**config.mk**
```make
export PLATFORM = sky130hd
export DESIGN_NAME = mux_scan_ctrl
export DESIGN_NICKNAME = d
export VERILOG_FILES = /design/src/rtl/mux_scan_ctrl.sv
export SDC_FILE = /design/constraint.sdc
export NUM_CORES = 1
export LEC_CHECK = 0
export BUFFER_PORTS_ARGS = -buffer_cell sky130_fd_sc_hd__buf_2
export CAP_MARGIN = 5
export CELL_PAD_IN_SITES_DETAIL_PLACEMENT = 1
export CELL_PAD_IN_SITES_GLOBAL_PLACEMENT = 1
export CORE_MARGIN = 3
export CORE_UTILIZATION = 43
export DETAILED_ROUTE_END_ITERATION = 6
export HOLD_SLACK_MARGIN = 0.12
export PLACE_DENSITY = 0.78
export SYNTH_ARGS = -nofsm -noshare
export SYNTH_HDL_FRONTEND = slang
export SYNTH_SLANG_ARGS = --single-unit
```
**constraint.sdc**
```tcl
create_clock -name clk -period 2.3 [get_ports clk]
set_input_delay 0.69 -clock clk [delete_from_list [all_inputs] [get_ports clk]]
set_output_delay 0.69 -clock clk [all_outputs]
set_load 0.02 [all_outputs]
```
**src/rtl/mux_scan_ctrl.sv**
```systemverilog
// Scans a 4:1 mux over the enabled channels. Each select change is followed
// by a programmable settle time, then y_in is captured; a frame is emitted
// once every enabled channel has been captured.
module mux_scan_ctrl #(
  parameter int SETTLE_W = 4
) (
  input  logic                clk,
  input  logic                rst_n,
  input  logic                start,
  input  logic                abort,
  input  logic                continuous,
  input  logic [3:0]          ch_mask,
  input  logic [SETTLE_W-1:0] settle,
  input  logic                y_in,
  output logic [1:0]          s,
  output logic                busy,
  output logic                sample_valid,
  output logic [1:0]          sample_ch,
  output logic                sample_data,
  output logic                frame_valid,
  output logic [3:0]          frame_data
);

  typedef enum logic [1:0] {IDLE, SETTLE, CAPTURE} state_t;

  state_t              state_q, state_d;
  logic [3:0]          mask_q, mask_d;
  logic [SETTLE_W-1:0] settle_q, settle_d;
  logic [SETTLE_W-1:0] cnt_q, cnt_d;
  logic [3:0]          acc_q, acc_d;
  logic [1:0]          s_q, s_d;
  logic                busy_q, busy_d;
  logic                sv_q, sv_d;
  logic [1:0]          sch_q, sch_d;
  logic                sd_q, sd_d;
  logic                fv_q, fv_d;
  logic [3:0]          fd_q, fd_d;
  logic [3:0]          acc_next;
  logic [2:0]          nxt;

  function automatic logic [1:0] lowest_ch(input logic [3:0] m);
    lowest_ch = 2'd0;
    for (int i = 3; i >= 0; i--)
      if (m[i]) lowest_ch = 2'(i);
  endfunction

  // bit 2 flags that a higher enabled channel exists, bits 1:0 give its index
  function automatic logic [2:0] next_ch(input logic [3:0] m, input logic [1:0] cur);
    next_ch = 3'b000;
    for (int i = 3; i >= 0; i--)
      if (m[i] && (i > int'(cur))) next_ch = {1'b1, 2'(i)};
  endfunction

  always_comb begin
    state_d  = state_q;
    mask_d   = mask_q;
    settle_d = settle_q;
    cnt_d    = cnt_q;
    acc_d    = acc_q;
    s_d      = s_q;
    busy_d   = busy_q;
    sv_d     = 1'b0;
    sch_d    = sch_q;
    sd_d     = sd_q;
    fv_d     = 1'b0;
    fd_d     = fd_q;
    acc_next = acc_q;
    nxt      = 3'b000;

    case (state_q)
      IDLE: begin
        if (start && (ch_mask != 4'd0)) begin
          mask_d   = ch_mask;
          settle_d = settle;
          s_d      = lowest_ch(ch_mask);
          cnt_d    = settle;
          acc_d    = 4'd0;
          busy_d   = 1'b1;
          state_d  = (settle == '0) ? CAPTURE : SETTLE;
        end
      end
      SETTLE: begin
        if (cnt_q > SETTLE_W'(1)) begin
          cnt_d = cnt_q - SETTLE_W'(1);
        end else begin
          cnt_d   = '0;
          state_d = CAPTURE;
        end
      end
      CAPTURE: begin
        acc_next[s_q] = y_in;
        acc_d         = acc_next;
        sv_d          = 1'b1;
        sch_d         = s_q;
        sd_d          = y_in;
        nxt           = next_ch(mask_q, s_q);
        if (nxt[2]) begin
          s_d     = nxt[1:0];
          cnt_d   = settle_q;
          state_d = (settle_q == '0) ? CAPTURE : SETTLE;
        end else begin
          fv_d = 1'b1;
          fd_d = acc_next & mask_q;
          // Back-to-back frame: new configuration is latched on the same edge
          if (continuous && (ch_mask != 4'd0)) begin
            mask_d   = ch_mask;
            settle_d = settle;
            s_d      = lowest_ch(ch_mask);
            cnt_d    = settle;
            acc_d    = 4'd0;
            state_d  = (settle == '0) ? CAPTURE : SETTLE;
          end else begin
            busy_d  = 1'b0;
            state_d = IDLE;
          end
        end
      end
      default: state_d = IDLE;
    endcase

    // Abort wins over everything, including a start seen in IDLE
    if (abort) begin
      state_d  = IDLE;
      busy_d   = 1'b0;
      mask_d   = mask_q;
      settle_d = settle_q;
      cnt_d    = cnt_q;
      acc_d    = acc_q;
      s_d      = s_q;
      sv_d     = 1'b0;
      sch_d    = sch_q;
      sd_d     = sd_q;
      fv_d     = 1'b0;
      fd_d     = fd_q;
    end
  end

  always_ff @(posedge clk or negedge rst_n) begin
    if (!rst_n) begin
      state_q  <= IDLE;
      mask_q   <= 4'd0;
      settle_q <= '0;
      cnt_q    <= '0;
      acc_q    <= 4'd0;
      s_q      <= 2'd0;
      busy_q   <= 1'b0;
      sv_q     <= 1'b0;
      sch_q    <= 2'd0;
      sd_q     <= 1'b0;
      fv_q     <= 1'b0;
      fd_q     <= 4'd0;
    end else begin
      state_q  <= state_d;
      mask_q   <= mask_d;
      settle_q <= settle_d;
      cnt_q    <= cnt_d;
      acc_q    <= acc_d;
      s_q      <= s_d;
      busy_q   <= busy_d;
      sv_q     <= sv_d;
      sch_q    <= sch_d;
      sd_q     <= sd_d;
      fv_q     <= fv_d;
      fd_q     <= fd_d;
    end
  end

  assign s            = s_q;
  assign busy         = busy_q;
  assign sample_valid = sv_q;
  assign sample_ch    = sch_q;
  assign sample_data  = sd_q;
  assign frame_valid  = fv_q;
  assign frame_data   = fd_q;

endmodule

```
# --- After elaboration in Yosys (flattened, before gate mapping) ---
# Cells that the tools add are included.
word_totals:
  ff_bits: 30
  input_bits: 14
  output_inout_bits: 12
  elab_cells: 101
classes:
  addsub: 1
  n_lt_le_gt_ge: 6
  n_eq_ne: 10
  muxes: 48
  bitwise_logic: 3
  reduce_logical: 21
op_table:
  columns: ["operator", "n"]
  rows:
  - ["4-bit 2-to-1 mux", 11]
  - ["2-bit 2-to-1 mux", 14]
  - ["4-bit one-hot mux with 2 select lines", 3]
  - ["3-bit inequality test, second input constant", 5]
  - ["3-bit 2-to-1 mux", 4]
  - ["4-bit one-hot mux with 3 select lines", 1]
  - ["4-bit AND reduction", 3]
  - ["1-bit 2-to-1 mux", 10]
  - ["4-bit zero test", 2]
  - ["1-bit logical AND", 6]
  - ["2-bit inequality test, second input constant", 3]
  - ["2-bit one-hot mux with 3 select lines", 1]
  - ["3-bit AND reduction", 2]
  - ["3-bit nonzero test", 2]
  - ["5-bit AND reduction", 1]
  - ["4-bit bitwise AND", 1]
  - ["4-bit bitwise mux", 1]
  - ["2-bit greater-than comparator, first input constant", 2]
  - ["4-bit by 1-bit greater-than comparator with 1-bit output, second input constant", 1]
  - ["2-bit one-hot mux with 2 select lines", 1]
  - ["2-bit AND reduction", 2]
  - ["4-bit nonzero test", 1]
  - ["4-bit by 1-bit subtractor with 4-bit output, second input constant", 1]
  - ["2-bit by 3-bit < comparator with 1-bit output, second input constant", 1]
  - ["other kinds (9)", 10]

# --- Logic depth before layout (Yosys ltp) ---
# Gate-level depths: netlist of run 1.
depth:
  depth_word: 9
  mapped_depth: 7

# --- Least setup slack after synthesis of run 1 ---
# OpenSTA, ideal clock, no wires.
synth_timing:
  path_kind: "input-to-reg"
  start: "in ch_mask[1]"
  end: "reg mask_q[0]"
  arrival_time_ns: 1.863
  required_time_ns: 2.172
  setup_slack_ns: 0.310
  stages: 5
  n_path_buf: 0
  path_cell_list: "o41ai_2 a21o_1 nor2_1 nand2_4 mux2_1"
synth_between:
  elab_chain_cells: 4
  word_cells_on_any_way: 6
synth_lines:
  columns: ["item", "line_no", "text"]
  rows:
  - ["from (decl)", "12", "input logic [3:0] ch_mask,"]
  - ["4-bit nonzero test (*)", "72, 105", null]
  - ["1-bit logical AND, on equally long branches", "105, 72", null]
  - ["2-bit inequality test (no source line)", null, null]
  - ["5-bit AND reduction (no source line) (*)", null, null]
  - ["to (signal assigned)", "154", "mask_q <= mask_d;"]
  - ["to (decl)", "27", "logic [3:0] mask_q, mask_d;"]
# Every way passes the cells marked *; elsewhere a longest branch is shown, timed or not.
# A chain may end at the register's enable or synchronous reset.

# --- Final worst setup path of run 1 ---
layout_timing:
  start: "reg state_q[0]"
  end: "reg cnt_q[2]"
layout_between:
  elab_chain_cells: 3
  word_cells_on_any_way: 8
layout_lines:
  columns: ["item", "line_no", "text"]
  rows:
  - ["from (decl)", "26", "state_t state_q, state_d;"]
  - ["from (signal assigned)", "153", "state_q <= state_d;"]
  - ["2-bit equality test, or another cell as far along", "70", "case (state_q)"]
  - ["3-bit inequality test (no source line), or another cell as far along", null, null]
  - ["4-bit AND reduction (no source line)", null, null]
  - ["to (signal assigned)", "156", "cnt_q <= cnt_d;"]
  - ["to (decl)", "29", "logic [SETTLE_W-1:0] cnt_q, cnt_d;"]
# Parallel ways exist; a longest one is shown, timed or not.

==> flow_metrics.py, run 1 <==
metrics = {
    "clock_tree": {
        "root_buffer": "clkbuf_8",
        "hold_buffers": 0,
        "cts_tree": "done",
        "clock_path_buffers": 2,
        "clkSlewWorstSetupHoldPaths_ps": 70,
        "htree_levels": 2,
        "clock_latency_ps": 290,
        "ctsResizeCount": 0,
        "post_cts_buffers": 0,
        "numCtsBuffers": 5,
        "clock-sinks": 30,
    },
    "synth": {
        "synth_nets": 213,
        "ys_types": 44,
        "syn_avg_cell_area_um2": 9.482,
        "synth_edf_count": 0,
        "yosysWarnings": 0,
        "synth_area_mm2": 0.001820,
        "ys_seq_elements": 30,
        "synth_seq_area_share_pct": 41.24,
        "syn_inst": 192,
        "ys.flop_type": "dfrtp_1",
        "synth_async_sr_flop_share_pct": 100.0,
    },
    "pwr": {
        "peakVddDrop_v": 0.0005437,
        "leakagePower_nw": 0.9927,
        "p_per_area_mw_per_mm2": 1278,
    },
    "layout": {
        "final_common_cell": "nand2_1",
        "drive_above_1_share_pct": 22.03,
        "mostFrequentLayoutCells": "31 x nand2_1, 30 x dfrtp_1, 25 x buf_2, 17 x o21ai_0, 14 x nor2_1",
        "fin_area_mm2": 0.002127,
        "final_nets": 247,
        "diodes": 0,
        "syn_to_final_growth_pct": 16.84,
    },
    "timing": {
        "fin_skew_ps": 7.345,
        "holdWs_ps": 434.5,
        "post-route-period-util_pct": 92.34,
        "tns_ps": 0,
        "period_minus_slack_ps": 2124,
        "slew_headroom_pct": 55.09,
        "slew_viol_final": 0,
        "tightest_slew_ps": 673.6,
        "finalWorstSetupSlack_ps": 176.1,
        "setup_viol": 0,
        "fmax_ghz": 0.4708,
        "hold_violations": 0,
        "rsz0062_at_grt": "no",
    },
    "floorplan": {
        "die_h_um": 71.07,
        "start_util_pct": 45.19,
        "rows": 23,
        "core_mm2": 0.004029,
        "ioPinCount": 26,
        "die_w_um": 71.07,
        "die_area_mm2": 0.005050,
    },
    "worst_setup_path": {
        "worstPathMaxFanout": 9,
        "crit_chain": "inv_1 > ha_1 > a211oi_1 > o31ai_4 > o21ai_0 > o21ai_0",
        "cpPeakStageDelay_ps": 480,
        "crit_type": "reg2reg",
        "worstPathRequired_ps": 2450,
        "cp_data_arrival_time_ps": 2280,
        "worstSetupStartpointType": "flop",
        "critical_path_buf_inv_count": 1,
        "worst_path_most_repeated_cell": "o21ai_0",
        "crit_path_top_delay_cell": "dfrtp_1",
        "critPathTopFamily": "compound AO/OA/AOI/OAI gates",
        "worst_setup_path_end_kind": "flop",
    },
    "global_routing": {
        "antenna_found_initial": 0,
        "grt_pass1_vias": 1719,
        "gr-total-overflow": 0,
        "grt_max_degree": 31,
        "grt_pass1_wl_mm": 8.583,
        "grt.total_usage_pct": 21.87,
    },
    "place": {
        "place_area_mm2": 0.002036,
        "post-place-ws_ps": 19.73,
        "dp_hpwl_mm": 3.866,
        "globalplace.congestion": 0.8328,
        "io_buffers": 25,
    },
    "detailed_routing": {
        "drt_pass1_iterations": 7,
        "ant_nets": 0,
        "via_count": 1645,
        "drt-total-wl_mm": 5.103,
        "remaining_drc_errors": 0,
        "wl_per_cell_um": 18.42,
        "first_iter_violations": 69,
        "via_per_inst": 5.939,
    },
    "hold_path": {
        "hp-class": "in2async",
    },
    "job": {
        "max-cap-violations": 0,
    },
    "outcome": {
        "status": "complete, no violations",
    },
}
[through the flow]
stage               instances  total power [W]  utilization (%)
floorplan                 192         0.001837                -
global placement          269         0.002194            50.53
detailed placement        269         0.002270            50.53
CTS                       277         0.002725            52.80
global route              277         0.002923            52.80
finish                    277         0.002717            52.80
[metal layers]
layer / track usage [%] / routed length [µm]
met4: 6.681 / 60
met3: 4.545 / 170
met2: 36.97 / 2627
met5: 0 / 0
met1: 28.12 / 2245
[report_power, final]
group	switching [W]	leakage (nW)	internal [W]	total, W
Sequential	0.000220	0.382	0.000725	0.000946
Clock	0.000196	0.0482	0.000241	0.000437
Combinational	0.000845	0.562	0.000490	0.00133
Total	0.00126	0.993	0.00146	0.00272
[cell families after synthesis]
kind of cell,count (synthesis),synth area share [%]
AOI/OAI and AO/OA,62,26.53
xor gates and xnor gates,1,0.4812
adders and majority gates,7,4.811
buffers and inverters,13,2.817
DFF,30,41.24
muxes,12,7.285
and+or+nand+nor,67,16.84
[worst paths after layout]
kind	from	to	cells after the start	slack, ps
setup / recovery	state_q[0]	cnt_q[2]	6	180
hold / removal	rst_n	cnt_q[1]	1	430
setup reg to reg	state_q[0]	cnt_q[2]	6	180
hold reg to reg	acc_q[0]	acc_q[0]	1	470
max in group asynchronous	rst_n	settle_q[0]	1	1420
min in group clk	acc_q[0]	acc_q[0]	1	470
[area by class of cell]
type | count | area (µm²)
Multi-Input combinational cell | 149 | 1018
Inverter | 9 | 33.78
Tap cell | 50 | 62.56
Clock buffer | 7 | 86.33
Timing Repair Buffer | 31 | 170.2
Sequential cell | 30 | 750.7
Fill cell | 484 | 1902
Clock inverter | 1 | 5.005
[flip-flops by register name, indices dropped and copies added, names as in the netlist]
name          count
sample_data       1
frame_valid       1
sample_valid      1
mask_q            4
settle_q          4
state_q           2
acc_q             4
s                 2
cnt_q             4
frame_data        4
busy              1
sample_ch         2
[synth_stat cells (2+ instances only)]
cell type,n,share of area [%]
nand2_1,31,6.4
dfrtp_1,30,41
o21ai_0,17,4.7
nor2_1,14,2.9
a21oi_1,11,3.0
inv_1,9,1.9
mux2_1,8,4.9
ha_1,7,4.8
nand3_1,5,1.4
nor3_1,5,1.4
a21o_1,4,1.6
a22oi_1,3,1.2
nor4_1,3,1.0
o21ai_1,3,0.82
o31ai_1,3,1.2
o31ai_4,3,3.5
a32oi_1,2,0.96
buf_2,2,0.55
mux2_2,2,1.2
mux2i_1,2,1.1
nand2_4,2,1.2
nor2b_1,2,0.69
o211ai_1,2,0.82
o2bb2ai_1,2,0.96
[worst register-to-register path, stage by stage, from the launching register on]
cell and delay [ps]:
dfrtp_1 480, inv_1 130, ha_1 340, a211oi_1 470
o31ai_4 220, o21ai_0 240, o21ai_0 120
Note: power is estimated with default switching activity, not from simulation.
==> run 2: changes to the inputs <==
Clock period 2.3 ns to 2.1 ns, I/O delays scaled along.
==> run 2 against run 1 <==
Compared with the run above:
- sequential share of layout area down 0.75 points
- combinational power up 14%
- die area unchanged
- largest power group unchanged
==> flow_metrics.py, run 2 (synthesis results as in run 1) <==
metrics = {
    "timing": {
        "holdWs_ps": 380.5,
        "tns_ps": 0,
        "post-route-period-util_pct": 92.10,
        "rsz0062_at_grt": "no",
        "fmax_ghz": 0.5170,
        "fin_skew_ps": 2.343,
        "slew_headroom_pct": 55.02,
        "hold_violations": 0,
        "tightest_slew_ps": 674.7,
        "setup_viol": 0,
        "finalWorstSetupSlack_ps": 165.9,
        "slew_viol_final": 0,
        "period_minus_slack_ps": 1934,
    },
    "place": {
        "globalplace.congestion": 0.8398,
        "post-place-ws_ps": -98.11,
        "io_buffers": 25,
        "dp_hpwl_mm": 3.888,
    },
    "floorplan": {
        "ioPinCount": 26,
        "core_mm2": 0.004029,
        "rows": 23,
        "die_w_um": 71.07,
        "die_area_mm2": 0.005050,
        "start_util_pct": 45.19,
        "die_h_um": 71.07,
    },
    "detailed_routing": {
        "via_count": 1650,
        "wl_per_cell_um": 18.02,
        "via_per_inst": 5.872,
        "drt-total-wl_mm": 5.063,
        "drt_pass1_iterations": 4,
        "ant_nets": 0,
        "remaining_drc_errors": 0,
        "first_iter_violations": 46,
    },
    "worst_setup_path": {
        "worst_setup_path_end_kind": "flop",
        "worstPathRequired_ps": 2250,
        "worstSetupStartpointType": "flop",
        "reg2reg_depth": 5,
        "crit_type": "reg2reg",
        "worstPathMaxFanout": 10,
        "cp_data_arrival_time_ps": 2080,
    },
    "pwr": {
        "p_seq_share_pct": 34.0,
        "leakagePower_nw": 1.014,
        "peakVddDrop_v": 0.0006507,
        "internal_power_w": 0.001630,
        "net-switching-power_w": 0.001381,
        "clockPowerShare_pct": 15.9,
        "p_comb_share_pct": 50.1,
        "finalPower_w": 0.003012,
        "p_per_area_mw_per_mm2": 1386,
        "swShare_pct": 45.87,
    },
    "layout": {
        "syn_to_final_growth_pct": 19.38,
        "diodes": 0,
        "drive_above_1_share_pct": 25.11,
        "final_common_cell": "nand2_1",
        "final_nets": 251,
        "fin_util_pct": 53.94,
        "mostFrequentLayoutCells": "31 x nand2_1, 30 x dfrtp_1, 25 x buf_2, 17 x o21ai_0, 14 x nor2_1",
    },
    "clock_tree": {
        "clock-sinks": 30,
        "root_buffer": "clkbuf_8",
        "clock_path_buffers": 2,
        "clkSlewWorstSetupHoldPaths_ps": 60,
        "post_cts_buffers": 0,
        "clock_latency_ps": 280,
        "hold_buffers": 0,
        "numCtsBuffers": 5,
        "cts_tree": "done",
        "htree_levels": 2,
    },
    "job": {
        "max-cap-violations": 0,
    },
    "global_routing": {
        "grt_pass1_vias": 1746,
        "grt_pass1_wl_mm": 8.535,
        "antenna_found_initial": 0,
        "grt.total_usage_pct": 21.67,
        "grt_max_degree": 31,
        "gr-total-overflow": 0,
    },
    "outcome": {
        "status": "complete, no violations",
    },
    "hold_path": {
        "hp-class": "in2async",
    },
}
[run 2: cell types whose count changed in the layout (fill, tap and decap cells not counted), sizes merged]
cell	delta
buf	+4
[run 2: cell type report]
class,count,area (µm²)
Tap cell,50,62.56
Clock buffer,7,86.33
Inverter,9,33.78
Timing Repair Buffer,35,200.2
Multi-Input combinational cell,149,1035
Sequential cell,30,750.7
Clock inverter,1,5.005
Fill cell,488,1856
[run 2: routing by layer]
layer	global-route usage (%)	share of wire, %	vias up
met1	27.80	44	821
met3	4.688	4.3	8
li1	-	-	783
met2	35.94	50	38
met5	0	0	-
met4	7.933	1.7	0
[run 2: stage by stage]
stage	instances	cell area, µm²
after global placement	273	2066
after floorplan	192	1821
after CTS	281	2157
after detailed placement	273	2066
after global routing	281	2173
final	281	2173
[run 2: critical path, stage by stage (launching register included)]
cell	delay, ps
dfrtp_1	540
nor2b_1	120
o21ai_1	450
nand3_1	400
nand2_1	180
o21ai_0	100
[run 2: power groups by stage]
stage / registers (W) / logic, W / clock network, W
floorplan: 0.00104 / 0.000968 / 0
global placement: 0.00101 / 0.00142 / 0
detailed placement: 0.00103 / 0.00148 / 0
CTS: 0.00102 / 0.00149 / 0.000495
global route: 0.00106 / 0.00166 / 0.000525
finish: 0.00103 / 0.00151 / 0.000477
[run 2: path summary, 6_finish.rpt]
check	startpoint	end	slack [ps]
worst max-delay path	s[1]	frame_data[1]	170
worst min-delay path	rst_n	sample_ch[0]	380
worst max register to register	s[1]	frame_data[1]	170
worst min register to register	sample_ch[1]	sample_ch[1]	480
max in group asynchronous	rst_n	frame_data[0]	1280
min in group clk	sample_ch[1]	sample_ch[1]	480
[run 2: what timing repair did]
item | 4_1_cts | 5_1_grt
gates resized for setup | 0 | 4
endpoints found under the hold margin | 0 | 0
setup endpoints to repair | 0 | 3
